--- src/rtl/conv_row_feeder.sv ---
// Frame buffer and row sequencer for the 3x3 convolution stage: stores a
// D-channel frame of unpadded rows, then presents zero-padded row triplets per (row, depth).
module conv_row_feeder #(
   parameter int unsigned D          = 4,
   parameter int unsigned H          = 6,
   parameter int unsigned W          = 6,
   parameter int unsigned DATA_WIDTH = 8
) (
   input  logic                           clk,
   input  logic                           rstn_i,
   input  logic [DATA_WIDTH*W-1:0]        pix_row_i,
   input  logic                           pix_valid_i,
   output logic                           pix_ready_o,
   output logic [DATA_WIDTH*(W+2)-1:0]    image0_o,
   output logic [DATA_WIDTH*(W+2)-1:0]    image1_o,
   output logic [DATA_WIDTH*(W+2)-1:0]    image2_o,
   output logic                           image_start_o,
   input  logic                           conv_done_i,
   output logic                           busy_o,
   output logic                           frame_done_o
);

   localparam int unsigned ROW_W = DATA_WIDTH * W;
   localparam int unsigned PAD_W = DATA_WIDTH * (W + 2);
   localparam int unsigned N     = D * H;
   localparam int unsigned AW    = (N > 1) ? $clog2(N) : 1;
   localparam int unsigned DW    = (D > 1) ? $clog2(D) : 1;
   localparam int unsigned HW    = (H > 1) ? $clog2(H) : 1;

   typedef enum logic [1:0] {
      ST_LOAD  = 2'd0,
      ST_ISSUE = 2'd1,
      ST_WAIT  = 2'd2
   } state_e;

   state_e              state_q, state_d;
   logic [AW-1:0]       wr_cnt_q, wr_cnt_d;
   logic [DW-1:0]       d_q, d_d;
   logic [HW-1:0]       r_q, r_d;
   logic [PAD_W-1:0]    img0_q, img0_d;
   logic [PAD_W-1:0]    img1_q, img1_d;
   logic [PAD_W-1:0]    img2_q, img2_d;
   logic                start_q, start_d;
   logic                fdone_q, fdone_d;
   logic                ready_q, ready_d;
   logic                busy_q, busy_d;
   logic                wr_en_c;
   logic [AW-1:0]       idx_mid_c, idx_up_c, idx_dn_c;
   logic                row_first_c, row_last_c, depth_last_c, wr_last_c;

   logic [ROW_W-1:0]    mem_q [N];

   // Zero pixel on each side of the stored row.
   function automatic logic [PAD_W-1:0] pad_row(input logic [ROW_W-1:0] row);
      return {{DATA_WIDTH{1'b0}}, row, {DATA_WIDTH{1'b0}}};
   endfunction

   always_comb begin
      idx_mid_c    = AW'(32'(d_q) * H + 32'(r_q));
      idx_up_c     = idx_mid_c - AW'(1);
      idx_dn_c     = idx_mid_c + AW'(1);
      row_first_c  = (r_q == '0);
      row_last_c   = (r_q == HW'(H - 1));
      depth_last_c = (d_q == DW'(D - 1));
      wr_last_c    = (wr_cnt_q == AW'(N - 1));
   end

   always_comb begin
      state_d  = state_q;
      wr_cnt_d = wr_cnt_q;
      d_d      = d_q;
      r_d      = r_q;
      img0_d   = img0_q;
      img1_d   = img1_q;
      img2_d   = img2_q;
      start_d  = 1'b0;
      fdone_d  = 1'b0;
      wr_en_c  = 1'b0;

      unique case (state_q)
         ST_LOAD: begin
            if (pix_valid_i) begin
               wr_en_c = 1'b1;
               if (wr_last_c) begin
                  wr_cnt_d = '0;
                  d_d      = '0;
                  r_d      = '0;
                  state_d  = ST_ISSUE;
               end else begin
                  wr_cnt_d = wr_cnt_q + AW'(1);
               end
            end
         end
         ST_ISSUE: begin
            img0_d  = row_first_c ? '0 : pad_row(mem_q[idx_up_c]);
            img1_d  = pad_row(mem_q[idx_mid_c]);
            img2_d  = row_last_c ? '0 : pad_row(mem_q[idx_dn_c]);
            start_d = 1'b1;
            state_d = ST_WAIT;
         end
         ST_WAIT: begin
            // A done coincident with the start pulse belongs to the previous job.
            if (conv_done_i && !start_q) begin
               if (!depth_last_c) begin
                  d_d     = d_q + DW'(1);
                  state_d = ST_ISSUE;
               end else if (!row_last_c) begin
                  d_d     = '0;
                  r_d     = r_q + HW'(1);
                  state_d = ST_ISSUE;
               end else begin
                  d_d      = '0;
                  r_d      = '0;
                  wr_cnt_d = '0;
                  fdone_d  = 1'b1;
                  state_d  = ST_LOAD;
               end
            end
         end
         default: state_d = ST_LOAD;
      endcase

      ready_d = (state_d == ST_LOAD);
      busy_d  = (state_d != ST_LOAD);
   end

   always_ff @(posedge clk) begin
      if (rstn_i) begin
         state_q  <= ST_LOAD;
         wr_cnt_q <= '0;
         d_q      <= '0;
         r_q      <= '0;
         img0_q   <= '0;
         img1_q   <= '0;
         img2_q   <= '0;
         start_q  <= 1'b0;
         fdone_q  <= 1'b0;
         ready_q  <= 1'b1;
         busy_q   <= 1'b0;
      end else begin
         state_q  <= state_d;
         wr_cnt_q <= wr_cnt_d;
         d_q      <= d_d;
         r_q      <= r_d;
         img0_q   <= img0_d;
         img1_q   <= img1_d;
         img2_q   <= img2_d;
         start_q  <= start_d;
         fdone_q  <= fdone_d;
         ready_q  <= ready_d;
         busy_q   <= busy_d;
      end
   end

   // Frame storage survives reset.
   always_ff @(posedge clk) begin
      if (wr_en_c) begin
         mem_q[wr_cnt_q] <= pix_row_i;
      end
   end

   assign pix_ready_o   = ready_q;
   assign image0_o      = img0_q;
   assign image1_o      = img1_q;
   assign image2_o      = img2_q;
   assign image_start_o = start_q;
   assign busy_o        = busy_q;
   assign frame_done_o  = fdone_q;

endmodule

--- config.mk ---
export PLATFORM = sky130hd
export DESIGN_NAME = conv_row_feeder
export DESIGN_NICKNAME = d
export VERILOG_FILES = /design/src/rtl/conv_row_feeder.sv
export SDC_FILE = /design/constraint.sdc
export NUM_CORES = 2
export LEC_CHECK = 0
export BUFFER_PORTS_ARGS = -buffer_cell sky130_fd_sc_hd__buf_2
export CAP_MARGIN = 20
export CORE_MARGIN = 8
export CORE_UTILIZATION = 63
export DETAILED_ROUTE_END_ITERATION = 10
export PLACE_DENSITY = 0.81
export SLEW_MARGIN = 20
export SYNTH_ARGS = -nofsm -noshare
export SYNTH_HDL_FRONTEND = slang
export SYNTH_SLANG_ARGS = --single-unit
--- constraint.sdc ---
create_clock -name clk -period 5.09 [get_ports clk]
set_clock_uncertainty 0.2 [all_clocks]
set_input_delay 0.509 -clock clk [delete_from_list [all_inputs] [get_ports clk]]
set_output_delay 0.509 -clock clk [all_outputs]
set_load 0.02 [all_outputs]
==> reports/results.txt <==
Status: completed
Detailed Routing Iterations Pass 1: 6
RSZ-0062 raised after global routing: false
Total number of vias: 43300
Initial DRC count: 6711
Register bit total from synthesis: 1312
GRT overflow: 0
Async SR Flop Fraction: 0%
DRT met1 WL: 66800 um
# hold bufs at CTS: 47
Fin util: 70.9%
Most frequent cell on the critical path: inv_1
CORE AREA: 107000 um^2
Layout cells sized above 1: 36.6%
Dpl hpwl: 107000 um
CP endpoint kind: flip-flop
Cells resized by post-CTS repair: 0
Top layer in use: met5
Die Ht: 345 um
Num Clock Sinks: 1312
Initial Utilization: 63.6%
Syn Area/Cell: 17.7 um^2
Number of synthesized flops with an enable pin: 1152
Period utilization: 84.7%
Placed Instance Area: 70900 um^2
Routed length on met3: 29700 um
Sw Ratio: 20.3%
Largest net degree at the start of global routing: 157
Top cells by area, synth: edfxtp_1 (51%), mux4_2 (28%), dfxtp_1 (4.7%)
Top_reg_cell synth: edfxtp_1
Crit path cell chain: inv_1 -> ha_1 -> inv_1 -> fa_4 -> xor2_4 -> buf_12 -> buf_4 -> mux2i_1 -> a2111oi_0 -> a211o_1
Max-Cap Viols: 0
CTS tree: done
Overall die area: 119000 um^2
Post-CTS Setup Inserts: 0
CTS Root Cell: clkbuf_16
# nets final: 4041
Hold Path Class: in2reg
Pwr/cell area: 298 nW/um^2
Register share of total power: 52.3%
Register area: 37800 um^2
Slew @ Worst Pin: 1.08 ns
WL/cell: 35.5 um
Slew Limit Fails: 0
DRC Markers: 0
Post-Place Setup Slack: 0.851 ns
Setup_tns: 0 ns
First-pass GRT wire length: 287000 um
Fmax: 232 MHz
Reg2reg setup slack: 0.78 ns
Final hold vios: 0
PnR worst setup slack: 0.777 ns
Largest fanout on the critical path: 32
Mapped Cells: 3849
Clock-pin slew on the worst setup and hold paths: 0.06 ns
Leakage: 23.8 nW
Slew margin rel.: 28.0%
P_int: 18.0 mW
Final wirelength: 195000 um
Worst EP required: 5.58 ns
Wire length on met2: 90200 um
Die W: 345 um
WP data arrival: 4.80 ns
Slowest stage delay, CP: 1.06 ns
Tmin final: 4.31 ns
Clock Power Share: 45.6%
CP max stage cell: fa_4
Vias in the first global route: 43600
Max Root-Sink Buffers: 3
Final instance area: 76100 um^2
Antenna-violating nets left: 0
Switching power: 4.60 mW
Netlist cell types: 53
CP startpoint kind: flip-flop
Post-Synthesis Cell Area: 68200 um^2
P&R area growth vs syn: 11.5%
Yosys warnings: 0
Number of cell rows: 120
Top post-synthesis cells by count: edfxtp_1 (1152), mux4_2 (836), mux2i_1 (307)
# port buffers: 199
CP Class: reg2reg
Gate power share: 2.1%
Final setup viols: 0
Multi-input logic area: 29000 um^2
Initial antenna violation count: 6
Top Family by Delay on Critical Path: adder cells
Total Routing Usage GR: 32.2%
Gpl congestion: 0.844
Clock latency on the worst-skew pair: 0.75 ns
Count leader, synth: edfxtp_1
Post-synth top area share: 50.7%
Cell taking the most area after synthesis: edfxtp_1
TritonCTS Buffers: 138
H-tree depth: 4
CP Buf/Inv Count: 4
Number of fill cells in the layout: 6369
I/O Pins: 248
Maximum VDD drop: 324 uV
DR vias/cell: 7.87
Register area share after synthesis: 55.4%
[placed cells by master, fill, tap and decap left out, drive strengths merged, types with 36 or more instances in the layout]
master and instances:
clkinv 47, a211oi 48, a21o 36, a221oi 48
nand2 85, a2111oi 50, dfxtp 160, a22oi 49
mux2i 307, mux2 84, nor2 38, a21oi 46
a211o 49, nor3 52, mux4 836, dlygate4sd3 47
conb 48, a31oi 40, edfxtp 1152, nor2b 55
nand4 38, clkbuf 187, buf 310, nand3 171
[power groups by stage]
| stage | logic [mW] | registers, mW | clock network [mW] |
|---|---|---|---|
| 3_5_place_dp | 0.435 | 12.1 | 0 |
| 5_1_grt | 0.508 | 11.8 | 10.7 |
| 2_1_floorplan | 0.232 | 12.0 | 0 |
| 6_report | 0.484 | 11.8 | 10.3 |
| 3_3_place_gp | 0.425 | 12.0 | 0 |
| 4_1_cts | 0.470 | 11.8 | 10.4 |
[logic make-up after synthesis]
| family | Yosys count | synth area share, % |
|---|---|---|
| DFF | 1312 | 55.4 |
| muxes | 1227 | 33.5 |
| and+or+nand+nor | 467 | 3.47 |
| buffers and inverters | 425 | 2.86 |
| AOI/OAI and AO/OA | 394 | 4.38 |
| xor gates and xnor gates | 12 | 0.154 |
| adders and majority gates | 11 | 0.213 |
| other | 1 | 0.00550 |
[stage by stage]
stage | hold slack, ns | total power [mW] | cells
final | 0.0459 | 22.6 | 5500
after global routing | 0.0445 | 23.1 | 5497
after CTS | 0.00251 | 22.6 | 5496
after detailed placement | 0.234 | 12.5 | 5193
after global placement | 0.227 | 12.5 | 5193
after floorplan | 0.274 | 12.3 | 3896
[flip-flops by register name (all words and copies together) (netlist names)]
name,count
state_q,2
mem_q,1152
image1_o,48
r_q,3
d_q,2
pix_ready_o,1
image0_o,48
wr_cnt_q,5
image_start_o,1
frame_done_o,1
image2_o,48
busy_o,1
[metal layers]
layer,global-route usage [%],vias up
met3,10.4,640
met4,12.9,10
met5,0,-
met1,43.1,22100
met2,49.3,3813
li1,-,16800
[cell type report]
| type | instances | share of cell area, % |
|---|---|---|
| well taps | 1403 | 2.31 |
| flip-flops and latches | 1312 | 49.7 |
| repair buffers | 357 | 3.65 |
| clock buffers | 187 | 5.19 |
| clock inverters | 69 | 0.934 |
| diodes | 3 | 0.00987 |
| inverters | 10 | 0.0642 |
| multi-input cells | 2159 | 38.1 |
[worst paths after layout]
kind | depth (start not counted) | to | start
setup reg to reg | 10 | image2_o[47] | d_q[0]
setup / recovery | 10 | image2_o[47] | d_q[0]
hold / removal | 1 | mem_q[5][8] | pix_row_i[8]
hold reg to reg | 1 | image1_o[20] | image1_o[20]
[worst register-to-register path: stages, from the launching register on]
cell and delay, ns:
dfxtp_1 0.46, inv_1 0.08, ha_1 0.28, inv_1 0.07, fa_4 1.06, xor2_4 0.28
buf_12 0.28, buf_4 0.43, mux2i_1 0.14, a2111oi_0 0.79, a211o_1 0.19
Power figures use the tool's default switching activity.
